<file path="src/rtl/pipeline_hazard_ctrl_pkg.sv">
// Shared definitions for the pipeline hazard controller: operand-forward
// select encodings, FSM state type and default parameter values.
package pipeline_hazard_ctrl_pkg;

  // EX operand mux selects
  localparam logic [1:0] FWD_RF  = 2'b00;  // operand from register file
  localparam logic [1:0] FWD_MEM = 2'b10;  // operand from the EX/MEM buffer
  localparam logic [1:0] FWD_WB  = 2'b01;  // operand from the MEM/WB buffer

  // Controller FSM states
  typedef enum logic {
    ST_IDLE    = 1'b0,
    ST_MC_BUSY = 1'b1
  } hz_state_t;

  // Default widths and depths
  localparam int DEF_RA_W     = 4;
  localparam int DEF_NFLUSH   = 2;
  localparam int DEF_MC_LAT   = 4;
  localparam int DEF_ZERO_REG = 1;
  localparam int DEF_CNT_W    = 16;

endpackage

</file>
<file path="src/rtl/pipeline_hazard_ctrl_hz_sat_counter.sv">
// Saturating event counter with synchronous clear; sticks at all-ones.
module hz_sat_counter
  import pipeline_hazard_ctrl_pkg::*;
#(
  parameter int CNT_W = DEF_CNT_W
) (
  input  logic             clk,
  input  logic             rst,
  input  logic             inc,
  input  logic             clear,
  output logic [CNT_W-1:0] count
);

  logic [CNT_W-1:0] count_reg;

  // Count events, holding at the maximum value instead of wrapping
  always_ff @(posedge clk) begin
    if (!rst) begin
      count_reg <= '0;
    end else if (clear) begin
      count_reg <= '0;
    end else if (inc && (count_reg != {CNT_W{1'b1}})) begin
      count_reg <= count_reg + CNT_W'(1);
    end
  end

  assign count = count_reg;

endmodule

</file>
<file path="src/rtl/pipeline_hazard_ctrl.sv">
// Central stall / flush / forward control for a 5-stage IF-ID-EX-MEM-WB
// pipeline. Forward selects are computed from the ID-stage sources and
// registered so they are stable for the instruction when it reaches EX.
module pipeline_hazard_ctrl
  import pipeline_hazard_ctrl_pkg::*;
#(
  parameter int RA_W     = DEF_RA_W,
  parameter int NFLUSH   = DEF_NFLUSH,
  parameter int MC_LAT   = DEF_MC_LAT,
  parameter int ZERO_REG = DEF_ZERO_REG,
  parameter int CNT_W    = DEF_CNT_W
) (
  input  logic              clk,
  input  logic              rst,
  input  logic [RA_W-1:0]   ra_id,
  input  logic [RA_W-1:0]   rb_id,
  input  logic              ra_use_id,
  input  logic              rb_use_id,
  input  logic [RA_W-1:0]   rd_ex,
  input  logic              regwrite_ex,
  input  logic              memtoreg_ex,
  input  logic [RA_W-1:0]   rd_mem,
  input  logic              regwrite_mem,
  input  logic              mc_start_ex,
  input  logic              branch_taken_ex,
  output logic              stall_front,
  output logic              stall_ex,
  output logic              bubble_ex,
  output logic              bubble_mem,
  output logic [NFLUSH-1:0] flush,
  output logic [1:0]        fwd_a,
  output logic [1:0]        fwd_b,
  output logic              mc_busy,
  output logic [CNT_W-1:0]  stall_cnt,
  output logic [CNT_W-1:0]  flush_cnt
);

  localparam int MC_CW = $clog2(MC_LAT + 1);

  hz_state_t        state_reg, state_next;
  logic [MC_CW-1:0] mc_cnt_reg, mc_cnt_next;
  logic [1:0]       fwd_a_reg, fwd_b_reg;
  logic [1:0]       fwd_a_next, fwd_b_next;

  logic a_ex_hit, b_ex_hit, a_mem_hit, b_mem_hit;
  logic load_use;
  logic flush_all;
  logic fwd_clr;

  // A source matches a producer when it is really read, the producer really
  // writes, and the indices agree; optionally index 0 is hard-wired.
  function automatic logic src_hit(input logic [RA_W-1:0] src,
                                   input logic            use_src,
                                   input logic [RA_W-1:0] rd,
                                   input logic            wr);
    logic zero_blocked;
    zero_blocked = (ZERO_REG != 0) && (src == '0);
    return use_src && wr && (src == rd) && !zero_blocked;
  endfunction

  // Producer matches and the next forward selects (EX producer has priority;
  // a load in EX never forwards from MEM because the interlock covers it)
  always_comb begin
    a_ex_hit  = src_hit(ra_id, ra_use_id, rd_ex,  regwrite_ex);
    b_ex_hit  = src_hit(rb_id, rb_use_id, rd_ex,  regwrite_ex);
    a_mem_hit = src_hit(ra_id, ra_use_id, rd_mem, regwrite_mem);
    b_mem_hit = src_hit(rb_id, rb_use_id, rd_mem, regwrite_mem);
    load_use  = memtoreg_ex && (a_ex_hit || b_ex_hit);

    fwd_a_next = FWD_RF;
    if (a_ex_hit && !memtoreg_ex) begin
      fwd_a_next = FWD_MEM;
    end else if (a_mem_hit) begin
      fwd_a_next = FWD_WB;
    end

    fwd_b_next = FWD_RF;
    if (b_ex_hit && !memtoreg_ex) begin
      fwd_b_next = FWD_MEM;
    end else if (b_mem_hit) begin
      fwd_b_next = FWD_WB;
    end
  end

  // FSM state and multi-cycle occupancy counter
  always_ff @(posedge clk) begin
    if (!rst) begin
      state_reg  <= ST_IDLE;
      mc_cnt_reg <= '0;
    end else begin
      state_reg  <= state_next;
      mc_cnt_reg <= mc_cnt_next;
    end
  end

  // Next state and control outputs; branch beats multi-cycle beats load-use.
  // The start cycle is itself a stall cycle, so MC_BUSY lasts MC_LAT-2 cycles
  // and the counter reaches 1 on the edge that returns to IDLE.
  always_comb begin
    state_next  = state_reg;
    mc_cnt_next = mc_cnt_reg;
    stall_front = 1'b0;
    stall_ex    = 1'b0;
    bubble_ex   = 1'b0;
    bubble_mem  = 1'b0;
    flush_all   = 1'b0;
    mc_busy     = 1'b0;
    if (rst) begin
      unique case (state_reg)
        ST_IDLE: begin
          if (branch_taken_ex) begin
            flush_all = 1'b1;
          end else if (mc_start_ex) begin
            stall_front = 1'b1;
            stall_ex    = 1'b1;
            bubble_mem  = 1'b1;
            mc_cnt_next = MC_CW'(MC_LAT - 1);
            state_next  = (MC_LAT > 2) ? ST_MC_BUSY : ST_IDLE;
          end else if (load_use) begin
            stall_front = 1'b1;
            bubble_ex   = 1'b1;
          end
        end
        ST_MC_BUSY: begin
          mc_busy     = 1'b1;
          stall_front = 1'b1;
          stall_ex    = 1'b1;
          bubble_mem  = 1'b1;
          mc_cnt_next = mc_cnt_reg - MC_CW'(1);
          if (mc_cnt_reg <= MC_CW'(2)) begin
            state_next = ST_IDLE;
          end
        end
        default: begin
          state_next = ST_IDLE;
        end
      endcase
    end
  end

  // Fan the branch flush out to the configured number of younger buffers
  genvar gi;
  generate
    for (gi = 0; gi < NFLUSH; gi++) begin : g_flush
      assign flush[gi] = flush_all;
    end
  endgenerate

  // Clearing the ID/EX buffer also invalidates the forward selects
  generate
    if (NFLUSH > 1) begin : g_fwd_clr_flush
      assign fwd_clr = bubble_ex || flush_all;
    end else begin : g_fwd_clr_bubble
      assign fwd_clr = bubble_ex;
    end
  endgenerate

  // Registered forward selects: clear on bubble/flush, hold while EX is held
  always_ff @(posedge clk) begin
    if (!rst) begin
      fwd_a_reg <= FWD_RF;
      fwd_b_reg <= FWD_RF;
    end else if (fwd_clr) begin
      fwd_a_reg <= FWD_RF;
      fwd_b_reg <= FWD_RF;
    end else if (!stall_ex) begin
      fwd_a_reg <= fwd_a_next;
      fwd_b_reg <= fwd_b_next;
    end
  end

  assign fwd_a = fwd_a_reg;
  assign fwd_b = fwd_b_reg;

  hz_sat_counter #(.CNT_W(CNT_W)) u_stall_cnt (
    .clk   (clk),
    .rst   (rst),
    .inc   (stall_front),
    .clear (1'b0),
    .count (stall_cnt)
  );

  hz_sat_counter #(.CNT_W(CNT_W)) u_flush_cnt (
    .clk   (clk),
    .rst   (rst),
    .inc   (flush_all),
    .clear (1'b0),
    .count (flush_cnt)
  );

endmodule

</file>
<file path="config.mk">
export PLATFORM = sky130hd
export DESIGN_NAME = pipeline_hazard_ctrl
export DESIGN_NICKNAME = d
export VERILOG_FILES = /design/src/rtl/pipeline_hazard_ctrl_pkg.sv /design/src/rtl/pipeline_hazard_ctrl_hz_sat_counter.sv /design/src/rtl/pipeline_hazard_ctrl.sv
export SDC_FILE = /design/constraint.sdc
export NUM_CORES = 1
export LEC_CHECK = 0
export CAP_MARGIN = 20
export CORE_MARGIN = 10
export CORE_UTILIZATION = 63
export CTS_CLUSTER_DIAMETER = 60
export CTS_CLUSTER_SIZE = 16
export DETAILED_ROUTE_END_ITERATION = 6
export DONT_BUFFER_PORTS = 1
export PLACE_DENSITY = 0.81
export SLEW_MARGIN = 20
export SYNTH_ARGS = -nofsm -noshare
export SYNTH_HDL_FRONTEND = slang
export SYNTH_SLANG_ARGS = --single-unit
</file>
<file path="constraint.sdc">
create_clock -name clk -period 2.8 [get_ports clk]
set_input_delay 0.28 -clock clk [delete_from_list [all_inputs] [get_ports clk]]
set_output_delay 0.28 -clock clk [all_outputs]
set_load 0.01 [all_outputs]
</file>
# After elaboration in Yosys (flattened, before gate mapping)
# Cells that the tools add are included.
# word_totals
word_cells	73
ramBits	0
n_memories	0
output_inout_bits	43
latch_bits	0
reg_bits	40
in_bits	25
rom_bits	0
# classes
shifts	0
div_mod_pow	0
n_reduce_logical	26
n_mul	0
magnitude_cmp	1
eq_ne	8
bitwise	2
addsub	3
mux	27
# ops
op	n
$add 16x1->16 const B	2
$ne 16x16->1 const B	2
$mux 1	19
$logic_and 1x1->1	17
$eq 4x4->1	4
$logic_not 4->1	2
$mux 3	2
$pmux 1 s2	3
$pmux 3 s2	1
$mux 2	2
$ne 2x2->1 const B	2
$le 3x2->1 const B	1
$logic_not 1->1	3
$sub 3x1->3 const B	1
$logic_or 1x1->1	2
$not 1->1	2
$reduce_and 2->1	1
$reduce_or 2->1	1

# Longest topological paths before layout
# Gate-level depths: netlist (run 1).
# depth
ltp_word	12
ltp_mapped	8
ltp_nobuf	7

# Modules after synthesis
# From an unflattened synthesis (run 1), not the netlist that was laid out.
# unflattened
hier_cells	267
hier_area_um2	2396.0
# by_module_without_submodules
mod	seq_area_each_um2	instances	area_per_inst_um2	cells_each
hz_sat_counter	320.3	2	864.6	91
pipeline_hazard_ctrl	160.2	1	666.9	85

# Least setup slack after synthesis (run 1)
# OpenSTA, ideal clock, no wires.
# synth_path
kind	flip-flop to flip-flop
start	register u_stall_cnt.count_reg[6], in the netlist u_stall_cnt.count[6]
end	register u_stall_cnt.count_reg[7], in the netlist u_stall_cnt.count[7]
setup_slack_ps	960
required_time_ps	2679
path_stages_with_launch	7
path_buffers	0
period_less_slack_ps	1840
arrival_ps	1719
setup_ps	121
path_cell_list	dfxtp_1 nand4_1 or4_1 and3_1 nand3_1 a21oi_1 mux2i_1
# synth_via
elab_chain_len	2
elab_cells_between_ends	3
classes_between	add/sub (1); eq/ne (1); reduce/logical (1)
# synth_lines
element	line_no	text
start: declaration	pipeline_hazard_ctrl_hz_sat_counter.sv:14	logic [CNT_W-1:0] count_reg;
start signal: assignment	pipeline_hazard_ctrl_hz_sat_counter.sv:23	count_reg <= count_reg + CNT_W'(1);
branches (longest 2 deep; another with $add 16x1->16)	n/a	
# Several ways; the timed one is not identified.
# A chain may end at the register's enable or synchronous reset.

# Worst setup path in the final report (run 1)
# layout_path
start	register u_stall_cnt.count_reg[6], in the netlist u_stall_cnt.count[6]
end	register u_stall_cnt.count_reg[8], in the netlist u_stall_cnt.count[8]
# The elaborated chain is that of the path after synthesis.

==> qor.yml, run 1 <==
initial_utilization: 0.646
fp-row-count: 22
wl_met2_um: 2700
grt_pass1_vias: 1830
yosys.area.top_type_share: 0.341
start_kind: "flip-flop"
core_area_um2: 3630
num_vias: 1951
synthToLayoutAreaGrowth_pct: 6.40
portBuffers: 0
avgSynthCellArea_um2: 8.32
intPower_mw: 0.971
die_w_um: 81.0
crit_required_ps: 2970
pwr-share-seq: 0.477
p_comb_frac: 0.081
drive_above_1_share: 0.0714
ys_seq_area_frac: 0.341
p_per_area_nw_per_um2: 498
wire_per_inst_um: 16.5
slew_headroom: 0.653
timing.setup.tns_ps: 0
syn_inst: 282
timing.rr.start: "u_stall_cnt.count[6]"
grt_usage: 0.168
finalHoldViolCount: 0
grt_overflow: 0
synthTopCellsByCount: "dfxtp_1, nand2_1, nand3_1"
viasPerCell: 5.95
cts_resized: 0
syn-num-nets: 311
gp_congestion: 0.774
clock-sinks: 40
place_hpwl_um: 4120
dieArea_um2: 6570
highest_layer: "met4"
p_leak_nw: 0.820
insertedDiodeCount: 0
vdd_drop_max_mv: 0.312
clk_latency_ps: 290
synthArstFlopShare: 0
yosys.area.top_type: "dfxtp_1"
grt_start_max_net_pins: 37
post_cts_buffers: 0
io_pins: 68
ys_warn_count: 0
clockRootBuffer: "clkbuf_8"
cts_tree: "yes"
fillCellCount: 308
synth-seq-cells: 40
post-route-min-period_ps: 2080
post-route-period-util: 0.742
seqCellArea_um2: 801
ant_nets: 0
status: "finished, final reports clean"
synth_area_leaders: "dfxtp_1, mux2i_1, nand2_1, xnor2_1, nand3_1"
p_clk_frac: 0.443
ys_types: 43
worstMarginPinSlew_ps: 518
slew_viol_final: 0
drt-met1-wl_um: 2160
antenna_found_initial: 0
max_freq_ghz: 0.481
syn-cell-area_um2: 2350
drt-initial-drc-count: 132
worstSetupStartpoint: "u_stall_cnt.count[6]"
worstPathMaxFanout: 7
p_sw_frac: 0.219
met3WireLength_um: 430
layout.nets: 309
clkTransAtPathRegs_ps: 80
fin_util: 0.687
drc: 0
routed_wl_um: 5420
cts_buffers: 5
cts_hold_buf: 0
clockBufferDepth: 2
grt_pass1_wl_um: 8830
p_sw_mw: 0.272
drv_cap: 0
multi_input_area_um2: 1460
first_pass_iters: 4
hp-class: "in2reg"
critical_path_arrival_ps: 2250
hp-start: "rst"
synthFlopType: "dfxtp_1"
worstSetupEndpointType: "flip-flop"
clock-skew-final_ps: 8.35
setup.worst_path.class: "reg2reg"
setup_violations: 0
die_y_um: 81.0
synth-edff-count: 0
rsz0062_at_grt: "false"
htree_levels: 2
-- worst paths after layout --
kind / end / slack (ps) / depth (start not counted)
setup reg to reg: u_stall_cnt.count[8] / 720 / 6
hold reg to reg: state_reg / 490 / 2
hold / removal: u_stall_cnt.count[12] / 130 / 2
setup / recovery: u_stall_cnt.count[8] / 720 / 6
-- final cells by class --
cell class	count	share of cell area
timing repair buffer	2	0.00601
multi-input combinational	221	0.583
inverter	10	0.0150
tap	48	0.0240
clock buffer	5	0.0276
clock inverter	2	0.0240
sequential	40	0.321
-- routing by layer --
metal	vias to the layer above	global-route usage
li1	989	-
met1	895	0.187
met2	57	0.286
met3	10	0.0508
met4	0	0.0779
met5	-	0
-- placed cells by master (no fill, tap or decap), types with 5 or more instances in the layout --
cell type / synthesis / routed
nor2_1: 16 / 16
xor2_1: 10 / 10
xnor2_1: 15 / 15
nand3_1: 23 / 23
inv_1: 9 / 9
a21oi_1: 20 / 20
nand4_1: 6 / 6
nor3_1: 6 / 6
mux2i_1: 17 / 17
clkbuf_8: 0 / 5
nand2_1: 40 / 40
dfxtp_1: 40 / 40
nand2b_1: 14 / 14
-- power by group through the flow --
stage	combinational [mW]	clock [mW]	sequential [mW]
after global placement	0.0966	0	0.605
after global routing	0.113	0.582	0.595
after detailed placement	0.0993	0	0.606
after floorplan	0.0939	0	0.600
final	0.100	0.550	0.593
after CTS	0.101	0.558	0.592
-- metrics by stage --
stage	worst slack [ps]	hold slack, ps	area [um^2]	total power [mW]	cells
2_1_floorplan	960	435	2350	0.694	282
3_3_place_gp	780	430	2370	0.702	321
3_5_place_dp	757	438	2370	0.705	321
4_1_cts	714	122	2500	1.25	328
5_1_grt	601	125	2500	1.29	328
6_report	721	131	2500	1.24	328
-- logic make-up (layout without fill, tap and decap cells) --
kind of cell / Yosys count / count (layout) / synth area share
adder cells (fa/ha/maj): 4 / 4 / 0.0213
AND/OR/NAND/NOR: 129 / 129 / 0.291
buffers and inverters: 21 / 19 / 0.0389
XOR/XNOR: 25 / 25 / 0.0933
multiplexers: 17 / 17 / 0.0725
AO/OA/AOI/OAI: 46 / 46 / 0.142
flip-flops: 40 / 40 / 0.341
-- worst max-delay path: stages (launching register included) --
cell     delay [ps]
dfxtp_1         490
nand4_1         270
o41ai_2         580
nor3_1          100
o21ai_1         250
a21oi_1         140
mux2i_1         130
No activity file was read; power rests on OpenSTA's default activity.
==> inputs of run 2 (changes only) <==
==> constraint.sdc (replaced) <==
create_clock -name clk -period 2.2 [get_ports clk]
set_input_delay 0.22 -clock clk [delete_from_list [all_inputs] [get_ports clk]]
set_output_delay 0.22 -clock clk [all_outputs]
set_load 0.01 [all_outputs]
==> run 2 against run 1 <==
Routed wire length grew 5.3%. Non-clock buffer count grew 15. Sequential cell count is the same. Global-route usage grew 1.2 points. Largest cell class unchanged.
==> qor.yml, run 2 (synthesis gave the netlist of run 1 again) <==
status: "finished, final reports clean"
cpMaxStageDelayCell: "or3_1"
slew_headroom: 0.661
grt_pass1_vias: 1959
cts_hold_buf: 0
timing.rr.start: "u_stall_cnt.count[4]"
worstPathMaxFanout: 6
min_path_cells: 2
whs_ps: 67.2
drt-initial-drc-count: 160
clk_latency_ps: 300
dieArea_um2: 6570
max_freq_ghz: 0.507
crit_chain: "and3_1, nand3_1, or3_1, a21oi_1, mux2i_1"
ant_nets: 0
reg2regPathDepth: 5
insertedDiodeCount: 0
placed_area_um2: 2480
timing.setup.tns_ps: 0
drc: 0
hp-class: "in2reg"
final_area_um2: 2590
die_w_um: 81.0
finalHoldViolCount: 0
p_leak_nw: 0.881
antenna_found_initial: 0
start_kind: "flip-flop"
post-route-period-util: 0.896
htree_levels: 2
fillCellCount: 315
clockRootBuffer: "clkbuf_8"
slew_viol_final: 0
core_area_um2: 3630
most-common-layout-cells: "nand2_1, dfxtp_1, nand3_1"
intPower_mw: 1.05
place_hpwl_um: 4450
r2r_end: "u_stall_cnt.count[8]"
routed_wl_um: 5710
drive_above_1_share: 0.122
die_y_um: 81.0
crit_required_ps: 2430
first_pass_iters: 4
grt_usage: 0.179
vdd_drop_max_mv: 0.429
layout.nets: 324
min_to: "u_stall_cnt.count[2]"
p_per_area_nw_per_um2: 547
synthToLayoutAreaGrowth_pct: 10.2
clock-skew-final_ps: 3.21
viasPerCell: 5.98
num_vias: 2056
worstSetupEndpointType: "flip-flop"
grt_pass1_wl_um: 9510
initial_utilization: 0.646
clock-sinks: 40
portBuffers: 0
grt_overflow: 0
p_sw_frac: 0.258
worstSetupStartpoint: "u_stall_cnt.count[4]"
clkTransAtPathRegs_ps: 80
fp-row-count: 22
dpl_worst_slack_ps: 230
worstMarginPinSlew_ps: 504
setup_violations: 0
post-route-min-period_ps: 1970
drv_cap: 0
rrSetupSlack_ps: 230
slowest_delay_ps: 510
clockBufferDepth: 2
wire_per_inst_um: 16.6
setup.worst_path.class: "reg2reg"
rsz0062_at_grt: "false"
p_comb_frac: 0.099
grt_start_max_net_pins: 37
setup_ws_ps: 229
critical_path_arrival_ps: 2200
p_sw_mw: 0.365
post_cts_buffers: 0
hp-start: "rst"
pwr-share-seq: 0.530
gp_congestion: 0.818
io_pins: 68
cts_buffers: 5
cts_tree: "yes"
p_clk_frac: 0.372
[run 2: routing by layer]
layer  global-route usage  routed length (um)  up-vias
met4               0.0588                 109        0
li1                     -                   -     1014
met5                    0                   0        -
met3               0.0618                 488       12
met2                0.319                2920       59
met1                0.194                2190      971
[run 2: per-stage QoR]
step	utilization	std cells	power [mW]
after floorplan	-	282	0.884
after global placement	0.683	336	0.899
after detailed placement	0.683	336	0.906
after CTS	0.710	344	1.42
after global routing	0.712	344	1.47
final	0.712	344	1.41
[run 2: final cells by class]
class | instances | area, um^2 | share of cell area
Multi-Input combinational cell | 221 | 1460 | 0.566
Clock inverter | 2 | 15.0 | 0.00580
Tap cell | 48 | 60.1 | 0.0232
Timing Repair Buffer | 17 | 128 | 0.0493
Sequential cell | 40 | 801 | 0.309
Inverter | 10 | 37.5 | 0.0145
Clock buffer | 6 | 82.6 | 0.0319
[run 2: power groups by stage]
stage,registers [mW],logic [mW],clock network (mW)
CTS,0.750,0.139,0.529
detailed placement,0.767,0.139,0
finish,0.749,0.140,0.526
global placement,0.766,0.133,0
global route,0.752,0.159,0.564
floorplan,0.764,0.120,0
[run 2: what timing repair did]
action                                  4_1_cts  5_1_grt
resized for setup                             0        1
endpoints found under the setup margin        0        3
endpoints found under the hold margin         0        0
[run 2: how the worst max path moves through the flow]
| stage | to | cells after the start | slack, ps |
|---|---|---|---|
| floorplan | u_stall_cnt.count[7] | 6 | 360 |
| global placement | u_flush_cnt.count[5] | 6 | 270 |
| detailed placement | u_flush_cnt.count[5] | 6 | 230 |
| CTS | u_flush_cnt.count[5] | 6 | 190 |
| global route | u_stall_cnt.count[8] | 5 | 80 |
| finish | u_stall_cnt.count[8] | 5 | 230 |
[run 2: worst max-delay path: cells and delay by family, from the launching register on]
kind / cells / cell delay [ps]
compound gates: 1 / 220
flops: 1 / 480
mux: 1 / 200
simple gates: 3 / 1000
==> inputs of run 3 (changes only) <==
--- a/config.mk
+++ b/config.mk
@@ -6,7 +6,6 @@
 export NUM_CORES = 1
 export LEC_CHECK = 0
 export CAP_MARGIN = 20
-export CORE_MARGIN = 10
 export CORE_UTILIZATION = 63
 export CTS_CLUSTER_DIAMETER = 60
 export CTS_CLUSTER_SIZE = 16
==> run 3 against run 2 <==
Die area shrank 39%. Design area is 0.77% higher. Clock power up 34%. Hold slack worse by 8.6 ps. Sequential power about the same. Register-to-register slack hardly changed. Core utilization grew 4.5 points.
==> qor.yml, run 3 (synthesis gave the netlist of run 1 again) <==
status: "finished, final reports clean"
critical_path_arrival_ps: 2190
crit_required_ps: 2430
core_area_um2: 3440
post-route-min-period_ps: 1960
min_path_cells: 2
hp-class: "in2reg"
r2r_end: "u_stall_cnt.count[13]"
clock-skew-final_ps: 8.19
clockBufferDepth: 2
slew_viol_final: 0
worstSetupEndpointType: "flip-flop"
timing.rr.start: "state_reg"
synthToLayoutAreaGrowth_pct: 11.1
grt_usage: 0.292
worstMarginPinSlew_ps: 500
place_hpwl_um: 3890
most-common-layout-cells: "nand2_1, dfxtp_1, nand3_1"
rsz0062_at_grt: "false"
viasPerCell: 6.08
start_kind: "flip-flop"
first_pass_iters: 4
p_leak_nw: 0.900
gp_congestion: 0.826
clkTransAtPathRegs_ps: 80
insertedDiodeCount: 0
num_vias: 2074
grt_pass1_wl_um: 9090
grt_pass1_vias: 2017
portBuffers: 0
worstPathMaxFanout: 10
ant_nets: 0
drt-initial-drc-count: 132
grt_overflow: 0
total_power_mw: 1.60
layout.nets: 324
fp-row-count: 21
grt_start_max_net_pins: 37
timing.setup.tns_ps: 0
post-route-period-util: 0.889
vdd_drop_max_mv: 0.384
wire_per_inst_um: 15.7
drc: 0
p_per_area_nw_per_um2: 612
slew_headroom: 0.665
routed_wl_um: 5360
drv_cap: 0
reg2regPathDepth: 5
antenna_found_initial: 0
die_y_um: 63.0
initial_utilization: 0.682
die_w_um: 63.0
cts_hold_buf: 0
setup_violations: 0
io_pins: 68
fillCellCount: 272
dieArea_um2: 3970
rrSetupSlack_ps: 240
cts_resized: 0
max_freq_ghz: 0.511
placedCellCount: 334
clock-sinks: 40
finalHoldViolCount: 0
post_cts_buffers: 0
setup.worst_path.class: "reg2reg"
clockRootBuffer: "clkbuf_8"
clk_latency_ps: 300
drive_above_1_share: 0.119
cts_tree: "yes"
htree_levels: 2
final_cell_count_no_fill: 341
min_to: "u_stall_cnt.count[2]"
hp-start: "rst"
cts_buffers: 5
==> run 3: layer usage <==
layer | share of wire | track usage | wire, um | up-vias
met4 | 0.011 | 0.122 | 58 | 0
met3 | 0.064 | 0.0693 | 345 | 5
met5 | 0 | 0 | 0 | -
li1 | - | - | - | 1020
met1 | 0.41 | 0.325 | 2220 | 981
met2 | 0.51 | 0.524 | 2740 | 68
==> run 3: per-stage QoR <==
step | util | worst slack [ps] | area [um^2] | hold WS (ps)
after floorplan | - | 360 | 2350 | 375
after global placement | 0.720 | 295 | 2480 | 367
after detailed placement | 0.720 | 291 | 2480 | 373
after CTS | 0.758 | 266 | 2610 | 54.5
after global routing | 0.758 | 101 | 2610 | 64.8
final | 0.758 | 243 | 2610 | 58.6
==> run 3: how the worst max path moves through the flow <==
stage / start / end / slack [ps] / cells past startpoint
after floorplan: u_stall_cnt.count[6] / u_stall_cnt.count[7] / 360 / 6
after global placement: rd_ex[2] / u_stall_cnt.count[13] / 290 / 5
after detailed placement: u_stall_cnt.count[9] / u_stall_cnt.count[7] / 290 / 6
after CTS: state_reg / u_stall_cnt.count[13] / 270 / 5
after global routing: u_flush_cnt.count[8] / u_flush_cnt.count[5] / 100 / 6
final: state_reg / u_stall_cnt.count[13] / 240 / 5
==> run 3: worst max-delay path: stages (launching register included) <==
cell	delay, ps
dfxtp_1	530
nand2b_1	280
nand2_1	100
o21bai_2	290
a2111oi_2	470
mux2i_1	220
==> run 3: final cells by class <==
type / count / area (um^2) / share of cell area
Tap cell: 46 / 57.6 / 0.0221
Inverter: 10 / 37.5 / 0.0144
Sequential cell: 40 / 801 / 0.307
Multi-Input combinational cell: 221 / 1460 / 0.558
Timing Repair Buffer: 17 / 128 / 0.0489
Clock inverter: 2 / 60.1 / 0.0230
Clock buffer: 5 / 68.8 / 0.0264
==> run 3: power breakdown <==
group          internal, mW  total [mW]  switching (mW)
clock network         0.446       0.704           0.258
registers             0.736       0.750          0.0143
logic                0.0599       0.142          0.0820
total                  1.24        1.60           0.354
